**src/rtl/dmem_access_ctrl.sv**
```systemverilog
// Data-memory access sequencer: round-robin arbitration between two requesters,
// alignment checks, load extension and read-modify-write for sub-word stores.
module dmem_access_ctrl #(
   parameter int DM_ADDRESS = 9,
   parameter int DATA_W     = 32
) (
   input  logic                        clk,
   input  logic                        rst_n,
   input  logic [1:0]                  req_valid,
   output logic [1:0]                  req_ready,
   input  logic [1:0]                  req_we,
   input  logic [5:0]                  req_funct3,
   input  logic [2*(DM_ADDRESS+2)-1:0] req_addr,
   input  logic [2*DATA_W-1:0]         req_wdata,
   output logic [1:0]                  rsp_valid,
   output logic                        rsp_err,
   output logic [DATA_W-1:0]           rsp_rdata,
   output logic                        mem_en,
   output logic                        mem_we,
   output logic [DM_ADDRESS-1:0]       mem_addr,
   output logic [DATA_W-1:0]           mem_wdata,
   input  logic [DATA_W-1:0]           mem_rdata
);

   localparam int AW = DM_ADDRESS + 2;

   typedef enum logic [2:0] {IDLE, RD, RD_WAIT, WR, RESP} state_t;

   state_t              state;
   logic                last_grant;
   logic                port_q;
   logic                we_q;
   logic [2:0]          f3_q;
   logic [1:0]          lane_q;
   logic [DATA_W-1:0]   wdata_q;

   logic                xfer;
   logic                sel;
   logic                sel_we;
   logic [2:0]          sel_f3;
   logic [AW-1:0]       sel_addr;
   logic [DATA_W-1:0]   sel_wdata;

   function automatic logic [1:0] grant(input logic [1:0] valid, input logic last);
      if (valid == 2'b11)
         return last ? 2'b01 : 2'b10;
      return valid;
   endfunction

   function automatic logic is_bad(input logic we, input logic [2:0] f3, input logic [1:0] lane);
      logic legal;
      logic mis;
      if (we)
         legal = f3 inside {3'b000, 3'b001, 3'b010};
      else
         legal = f3 inside {3'b000, 3'b001, 3'b010, 3'b100, 3'b101};
      mis = ((f3[1:0] == 2'b01) && lane[0]) || ((f3 == 3'b010) && (lane != 2'b00));
      return !legal || mis;
   endfunction

   function automatic logic [DATA_W-1:0] load_extend(input logic [2:0] f3, input logic [1:0] lane,
                                                     input logic [DATA_W-1:0] word);
      logic signed [7:0]        b;
      logic signed [15:0]       h;
      logic signed [DATA_W-1:0] ext;
      b = word[{lane, 3'b000} +: 8];
      h = word[{lane[1], 4'b0000} +: 16];
      case (f3)
         3'b000:  ext = b;
         3'b001:  ext = h;
         3'b100:  ext = {{(DATA_W-8){1'b0}}, b};
         3'b101:  ext = {{(DATA_W-16){1'b0}}, h};
         default: ext = word;
      endcase
      return ext;
   endfunction

   function automatic logic [DATA_W-1:0] store_merge(input logic [2:0] f3, input logic [1:0] lane,
                                                     input logic [DATA_W-1:0] old,
                                                     input logic [DATA_W-1:0] wdata);
      logic [DATA_W-1:0] word;
      word = old;
      case (f3[1:0])
         2'b00:   word[{lane, 3'b000} +: 8]    = wdata[7:0];
         2'b01:   word[{lane[1], 4'b0000} +: 16] = wdata[15:0];
         default: word = wdata;
      endcase
      return word;
   endfunction

   // The granted port is the one whose ready bit is set; ready is one-hot or zero.
   assign xfer      = (state == IDLE) && ((req_valid & req_ready) != 2'b00);
   assign sel       = req_ready[1];
   assign sel_we    = req_we[sel];
   assign sel_f3    = sel ? req_funct3[5:3] : req_funct3[2:0];
   assign sel_addr  = sel ? req_addr[2*AW-1:AW] : req_addr[AW-1:0];
   assign sel_wdata = sel ? req_wdata[2*DATA_W-1:DATA_W] : req_wdata[DATA_W-1:0];

   always_ff @(posedge clk) begin
      if (xfer) begin
         f3_q    <= sel_f3;
         lane_q  <= sel_addr[1:0];
         wdata_q <= sel_wdata;
      end
   end

   always_ff @(posedge clk or negedge rst_n) begin
      if (!rst_n) begin
         state      <= IDLE;
         last_grant <= 1'b1;
         port_q     <= 1'b0;
         we_q       <= 1'b0;
         req_ready  <= 2'b00;
         rsp_valid  <= 2'b00;
         rsp_err    <= 1'b0;
         rsp_rdata  <= '0;
         mem_en     <= 1'b0;
         mem_we     <= 1'b0;
         mem_addr   <= '0;
         mem_wdata  <= '0;
      end else begin
         req_ready <= 2'b00;
         rsp_valid <= 2'b00;
         rsp_err   <= 1'b0;
         rsp_rdata <= '0;
         mem_en    <= 1'b0;
         mem_we    <= 1'b0;
         case (state)
            IDLE: begin
               if (xfer) begin
                  port_q     <= sel;
                  we_q       <= sel_we;
                  last_grant <= sel;
                  mem_addr   <= sel_addr[AW-1:2];
                  if (is_bad(sel_we, sel_f3, sel_addr[1:0])) begin
                     state     <= RESP;
                     rsp_valid <= sel ? 2'b10 : 2'b01;
                     rsp_err   <= 1'b1;
                  end else if (!sel_we || (sel_f3[1:0] != 2'b10)) begin
                     state  <= RD;
                     mem_en <= 1'b1;
                  end else begin
                     state     <= WR;
                     mem_en    <= 1'b1;
                     mem_we    <= 1'b1;
                     mem_wdata <= sel_wdata;
                  end
               end else begin
                  req_ready <= grant(req_valid, last_grant);
               end
            end
            RD: state <= RD_WAIT;
            // Read data is on mem_rdata now: either finish the load or build the merged word.
            RD_WAIT: begin
               if (we_q) begin
                  state     <= WR;
                  mem_en    <= 1'b1;
                  mem_we    <= 1'b1;
                  mem_wdata <= store_merge(f3_q, lane_q, mem_rdata, wdata_q);
               end else begin
                  state     <= RESP;
                  rsp_valid <= port_q ? 2'b10 : 2'b01;
                  rsp_rdata <= load_extend(f3_q, lane_q, mem_rdata);
               end
            end
            WR: begin
               state     <= RESP;
               rsp_valid <= port_q ? 2'b10 : 2'b01;
            end
            RESP: begin
               state     <= IDLE;
               req_ready <= grant(req_valid, last_grant);
            end
            default: state <= IDLE;
         endcase
      end
   end

endmodule

```
**config.mk**
```make
export PLATFORM = sky130hd
export DESIGN_NAME = dmem_access_ctrl
export DESIGN_NICKNAME = d
export VERILOG_FILES = /design/src/rtl/dmem_access_ctrl.sv
export SDC_FILE = /design/constraint.sdc
export NUM_CORES = 1
export LEC_CHECK = 0
export CORE_MARGIN = 3
export CORE_UTILIZATION = 45
export DETAILED_ROUTE_END_ITERATION = 10
export PLACE_DENSITY_LB_ADDON = 0.1
export SYNTH_ARGS = -nofsm -noshare
export SYNTH_HDL_FRONTEND = slang
export SYNTH_SLANG_ARGS = --single-unit
export TNS_END_PERCENT = 20
```
**constraint.sdc**
```tcl
create_clock -name clk -period 3.7 [get_ports clk]
set_input_delay 1.11 -clock clk [delete_from_list [all_inputs] [get_ports clk]]
set_output_delay 1.11 -clock clk [all_outputs]
set_load 0.03 [all_outputs]
```
==> summary.md, run 1 <==
| Metric | Value |
|---|---|
| Post-synthesis adder-cell area fraction | `0.979%` |
| Busiest metal layer after global routing | `met2` |
| CP max stage cell | `clkdlybuf4s50_1` |
| Share of layout cells above drive strength 1 | `14.0%` |
| Drt drc | `0` |
| Final hold violation count | `0` |
| Worst VDD drop | `0.412 mV` |
| FMAX | `0.345 GHz` |
| FP Rows | `42` |
| Most common cell after layout, fill and taps aside | `clkdlybuf4s50_1` |
| Met1 Use GR | `35.1%` |
| Max Slew Vio Count | `0` |
| Cell Area, Synth | `0.00639 mm²` |
| Post-synth EDFFs | `37` |
| CP cell instances | `clkdlybuf4s50_1` |
| Min-delay worst type | `flop to flop` |
| Post-Synth XOR/XNOR Area | `0%` |
| Inst Count DP | `954` |
| Starting density of the core | `47.1%` |
| Critical path arrival | `1.79 ns` |
| H-Tree Level Count | `4` |
| DRT antenna net count | `0` |
| Crit path kind | `flop to primary output` |
| Mux contribution to synthesized area | `15.5%` |
| Tmin final | `2.90 ns` |
| Most frequent cells in the layout | `208 x clkdlybuf4s50_1, 84 x dfrtp_1, 63 x nor2_1` |
| Setup Skew | `0.00621 ns` |
| Layout fillers | `1046` |
| Largest net degree at the start of global routing | `67` |
| IO buf count | `209` |
| Antenna violations before repair | `0` |
| Synth Instances | `594` |
| DRT Pass-1 Iters | `6` |
| Via/cell ratio | `5.79` |
| CTS tree | `yes` |
| CP max FO | `22` |
| Iter 0 DRT Violations | `674` |
| Hold Buf Count CTS | `0` |
| Power Dens Cells | `760 mW/mm²` |
| Synth area leader | `dfrtp_1` |
| DR WL/cell | `20.7 µm` |
| Resized cells post-CTS | `0` |
| Num ports | `210` |
| Via count | `5705` |
| Root Buffer | `clkbuf_16` |
| CP Capture Type | `primary output` |
| N_diodes | `0` |
| Max Cap Viol | `0` |
| Slew HR | `33.4%` |
| Met3 Usage GRT | `7.85%` |
| RSZ-0062 raised after global routing | `false` |
| M2 GR Usage | `40.7%` |
| Synth Area in Simple Gates | `11.9%` |
| CTS sink count | `123` |
| Crit path max-delay family | `buffers and inverters` |
| First-pass GRT wire length | `31800 µm` |
| Grt total ovfl | `0` |
| Tcrit/Tclk final | `78.4%` |
| Top FF cell, synth | `dfrtp_1` |
| Post-Syn Nets | `729` |
| Syn. warnings | `0` |
| Status | `completed` |
| Total track usage | `26.1%` |
| Netlist cell types | `54` |
| Leak | `3.91 nW` |
| Core Util, Final | `68.2%` |
| Synthesized flop and latch total | `123` |
| GP Congestion | `0.879` |
| Nets | `932` |
| Fin cells | `986` |
| Setup-failing EPs final | `0` |
| Worst-path clk slew | `0.05 ns` |
| Die Ht | `125 µm` |
| Vias in the first global route | `5708` |
| Post-CTS Setup Inserts | `0` |
| Hpwl dp | `15000 µm` |
| Worst setup SP type | `flop` |
| Share of the synthesized area in the top cell type | `33.3%` |
| Clock Tree Buf Depth | `2` |
| Routed WL | `20400 µm` |
| Complex-gate fraction of the synthesized area | `15.5%` |
| Buffers & Inverters on Critical Path | `1` |
| Post-synthesis sequential area ratio | `51.1%` |
| Core area | `0.0136 mm²` |
| Largest family of logic cells by synthesized area | `multiplexers` |
| Skew-Pair Late Insertion Delay | `0.42 ns` |
| CTS Buf Count | `17` |
| Die Area | `0.0157 mm²` |
| CP max stage delay | `0.75 ns` |
| Ys async rst share | `69.9%` |
| Area delta synth->final | `44.7%` |
| Avg Cell Area, Syn | `10.8 µm²` |
| Die Span X | `125 µm` |
| Least-Margin Pin Slew | `0.998 ns` |
| Setup TNS Final | `0 ns` |
| Synth area leaders | `dfrtp_1 33%, edfxtp_1 17%, mux2_2 7.0%` |
| Required arrival time at the worst endpoint | `2.59 ns` |
==> cells by family after synthesis <==
family	after synthesis
multiplexers	82
AO/OA/AOI/OAI	148
flip-flops	123
buffers and inverters	77
adder cells (fa/ha/maj)	5
AND/OR/NAND/NOR	159
==> per-stage QoR <==
step                power [mW]  worst slack, ns  hold WS [ns]  cell area [µm²]
floorplan                 4.13            0.436         0.443             6390
global placement          5.31            0.411         0.453             8650
detailed placement        5.36            0.382         0.477             8650
CTS                       7.05            0.780         0.477             9250
global route              7.38            0.724         0.507             9250
finish                    7.03            0.799         0.479             9250
==> power by group <==
group / internal, mW / switching, mW
Clock: 1.08 / 0.586
Sequential: 1.89 / 0.333
Combinational: 1.38 / 1.75
Total: 4.36 / 2.67
==> registers in the layout, summed over array words and instances, names as in the netlist, 2 cells and up <==
name,flops
f3_q,3
lane_q,2
mem_addr,9
mem_wdata,32
req_ready,2
rsp_rdata,32
rsp_valid,2
state,3
wdata_q,32
==> final cells by class <==
class | instances | area [µm²] | area share [%]
inverters | 40 | 150 | 1.62
clock inverters | 7 | 86.3 | 0.934
flip-flops and latches | 123 | 3270 | 35.3
clock buffers | 25 | 507 | 5.48
multi-input cells | 394 | 2830 | 30.6
repair buffers | 221 | 2190 | 23.7
well taps | 176 | 220 | 2.38
==> cell usage after synthesis (all sizes together) (2+ instances only) <==
cell type / count
nand2b: 3
inv: 40
a21oi: 42
clkbuf: 27
a221o: 2
edfxtp: 37
o22ai: 16
a222oi: 8
nor3b: 4
o21ai: 28
a211oi: 2
dfrtp: 85
and3: 8
mux2: 62
nand2: 52
a221oi: 33
nor2b: 4
mux2i: 19
nor3: 9
buf: 10
nand3: 2
a32oi: 2
ha: 5
nor2: 63
nand4bb: 2
a31oi: 7
nand3b: 3
==> metal layers <==
metal | routed length, µm | share of wire, % | up-vias
li1 | - | - | 2582
met1 | 8360 | 41 | 2753
met2 | 9580 | 47 | 337
met3 | 2160 | 11 | 33
met4 | 355 | 1.7 | 0
met5 | 0 | 0 | -
==> path summary, 6_finish.rpt <==
kind / slack [ns] / end / cells after the start / from
max in group asynchronous: 2.22 / mem_wdata[16] / 2 / rst_n
hold reg to reg: 0.48 / rsp_valid[0] / 1 / port_q
setup / recovery: 0.80 / req_ready[1] / 1 / req_ready[1]
setup reg to reg: 0.96 / mem_wdata[11] / 7 / lane_q[0]
hold / removal: 0.48 / rsp_valid[0] / 1 / port_q
min in group asynchronous: 0.79 / mem_wdata[29] / 1 / rst_n
Note: power is estimated with default switching activity, not from simulation.
==> run 2, diff against run 1 <==
clock period = 2.7 ns   (was 3.7 ns; I/O delays follow)
==> run 2 against run 1 <==
Net effect: combinational power is 43% higher; via count grew 1.2%; total power rose by 37%; core utilization increased by 1.1 points; clock skew is 0.0032 ns higher; critical endpoint is now mem_wdata[1]; highest routed layer unchanged.
==> summary.md, run 2 (synthesis gave the netlist of run 1 again) <==
| Metric | Value |
|---|---|
| Status | `completed` |
| DRT antenna net count | `0 (unchanged)` |
| Tcrit/Tclk final | `96.1%` |
| CTS sink count | `123 (unchanged)` |
| Final hold violation count | `0 (unchanged)` |
| Hold Buf Count CTS | `0 (unchanged)` |
| Via/cell ratio | `5.74 (-0.77%)` |
| Vias in the first global route | `5780 (+1.3%)` |
| DRT Pass-1 Iters | `6 (unchanged)` |
| DR WL/cell | `20.6 µm (-0.64%)` |
| Clock Tree Buf Depth | `2 (unchanged)` |
| H-Tree Level Count | `4 (unchanged)` |
| Grt total ovfl | `0 (unchanged)` |
| Via count | `5776 (+1.2%)` |
| Min-delay worst type | `input port to asynchronous set/reset pin` |
| CTS Buf Count | `17 (unchanged)` |
| IO buf count | `209 (unchanged)` |
| Drt drc | `0 (unchanged)` |
| Iter 0 DRT Violations | `558 (-17%)` |
| Routed WL | `20700 µm (+1.4%)` |
| Die Span X | `125 µm (unchanged)` |
| GP Congestion | `0.925 (+5.3%)` |
| RSZ-0062 raised after global routing | `false` |
| Worst-path clk slew | `0.05 ns (about the same)` |
| Leak | `3.98 nW (+1.9%)` |
| Critical path arrival | `2.90 ns (+1.11 ns)` |
| Worst setup SP type | `input port` |
| Setup Skew | `0.00944 ns (+0.00322 ns)` |
| CP max FO | `17 (-23%)` |
| Least-Margin Pin Slew | `0.876 ns (-0.122 ns)` |
| Skew-Pair Late Insertion Delay | `0.42 ns (about the same)` |
| CP Capture Type | `flop` |
| Max Cap Viol | `0 (unchanged)` |
| Largest net degree at the start of global routing | `48 (-28%)` |
| Die Area | `0.0157 mm² (unchanged)` |
| Tot Pwr | `9.61 mW (+37%)` |
| Layout fillers | `1022 (-2.3%)` |
| Worst VDD drop | `0.662 mV (+61%)` |
| Final Hold Slack | `0.354 ns (-0.125 ns)` |
| FMAX | `0.385 GHz` |
| Crit path kind | `input port to flop` |
| Area delta synth->final | `47.1%` |
| Root Buffer | `clkbuf_16` |
| Most common cell after layout, fill and taps aside | `clkdlybuf4s50_1` |
| Die Ht | `125 µm (unchanged)` |
| FP Rows | `42 (unchanged)` |
| First-pass GRT wire length | `32500 µm (+2.3%)` |
| Hpwl dp | `16100 µm (+7.8%)` |
| Antenna violations before repair | `0 (unchanged)` |
| N_diodes | `0 (unchanged)` |
| Final WS setup | `0.104 ns (-0.695 ns)` |
| Post-Place Worst Slack | `-0.303 ns (-0.686 ns)` |
| Resized cells post-CTS | `0 (unchanged)` |
| Share of layout cells above drive strength 1 | `16.4% (+2.4 points)` |
| Starting density of the core | `47.1% (unchanged)` |
| Max Slew Vio Count | `0 (unchanged)` |
| CTS tree | `yes` |
| Required arrival time at the worst endpoint | `3.00 ns (+0.41 ns)` |
| Core Util, Final | `69.3% (+1.1 points)` |
| Power Dens Cells | `1020 mW/mm² (+35%)` |
| Tmin final | `2.60 ns` |
| Top Registers | `mem_wdata x32, rsp_rdata x32, wdata_q x32` |
| Total track usage | `26.6% (+0.46 points)` |
| Slew HR | `41.1% (+7.7 points)` |
| Setup TNS Final | `0 ns (unchanged)` |
| Post-CTS Setup Inserts | `0 (unchanged)` |
| Most frequent cells in the layout | `208 x clkdlybuf4s50_1, 84 x dfrtp_1, 63 x nor2_1` |
| Nets | `952 (+2.1%)` |
| Core area | `0.0136 mm² (unchanged)` |
| Setup-failing EPs final | `0 (unchanged)` |
| Num ports | `210 (unchanged)` |
-- run 2: cell types whose count changed in the layout (fill, tap and decap cells not counted), sizes merged --
cell,before,now
clkinvlp,0,5
clkbuf,25,17
buf,13,33
clkinv,4,6
bufinv,2,1
inv,41,43
-- run 2: where the power goes --
group	switching (mW)	total [mW]	leakage, nW	internal (mW)
clock	0.853	2.11	0.257	1.26
combinational	2.49	4.50	2.30	2.01
sequential	0.412	3.00	1.43	2.59
-- run 2: area by class of cell --
cell class	count	area, µm²	share of cell area (%)
inverter	40	150	1.60
tap	176	220	2.34
sequential	123	3270	34.7
clock inverter	15	125	1.33
clock buffer	17	425	4.53
multi-input combinational	394	2830	30.1
timing repair buffer	241	2380	25.3
-- run 2: final timing paths --
path | start | end | slack, ns | cells past startpoint
worst max register to register | lane_q[1] | mem_wdata[10] | 0.16 | 7
worst min register to register | port_q | rsp_valid[0] | 0.49 | 1
min in group clk | port_q | rsp_valid[0] | 0.49 | 1
max in group asynchronous | rst_n | last_grant | 1.68 | 2
worst min-delay path | rst_n | rsp_rdata[28] | 0.35 | 1
worst max-delay path | req_funct3[5] | mem_wdata[1] | 0.10 | 7
-- run 2: critical path, stage by stage --
cell and delay [ns]:
clkdlybuf4s50_1 0.43, or4b_1 0.54, and3_4 0.19, a211oi_2 0.21
a32oi_4 0.18, buf_12 0.21, mux2_4 0.30
-- run 2: metal layers --
| metal | GRT usage [%] | vias up | part of all wire [%] |
|---|---|---|---|
| met5 | 0 | - | 0 |
| met4 | 8.16 | 0 | 2.2 |
| met3 | 5.76 | 33 | 8.6 |
| met2 | 42.4 | 316 | 48 |
| met1 | 36.6 | 2788 | 42 |
| li1 | - | 2639 | - |
-- run 2: per-stage QoR --
step	cells	cell area, µm²
2_1_floorplan	594	6390
3_3_place_gp	974	8850
3_5_place_dp	974	8850
4_1_cts	1006	9400
5_1_grt	1006	9400
6_report	1006	9400
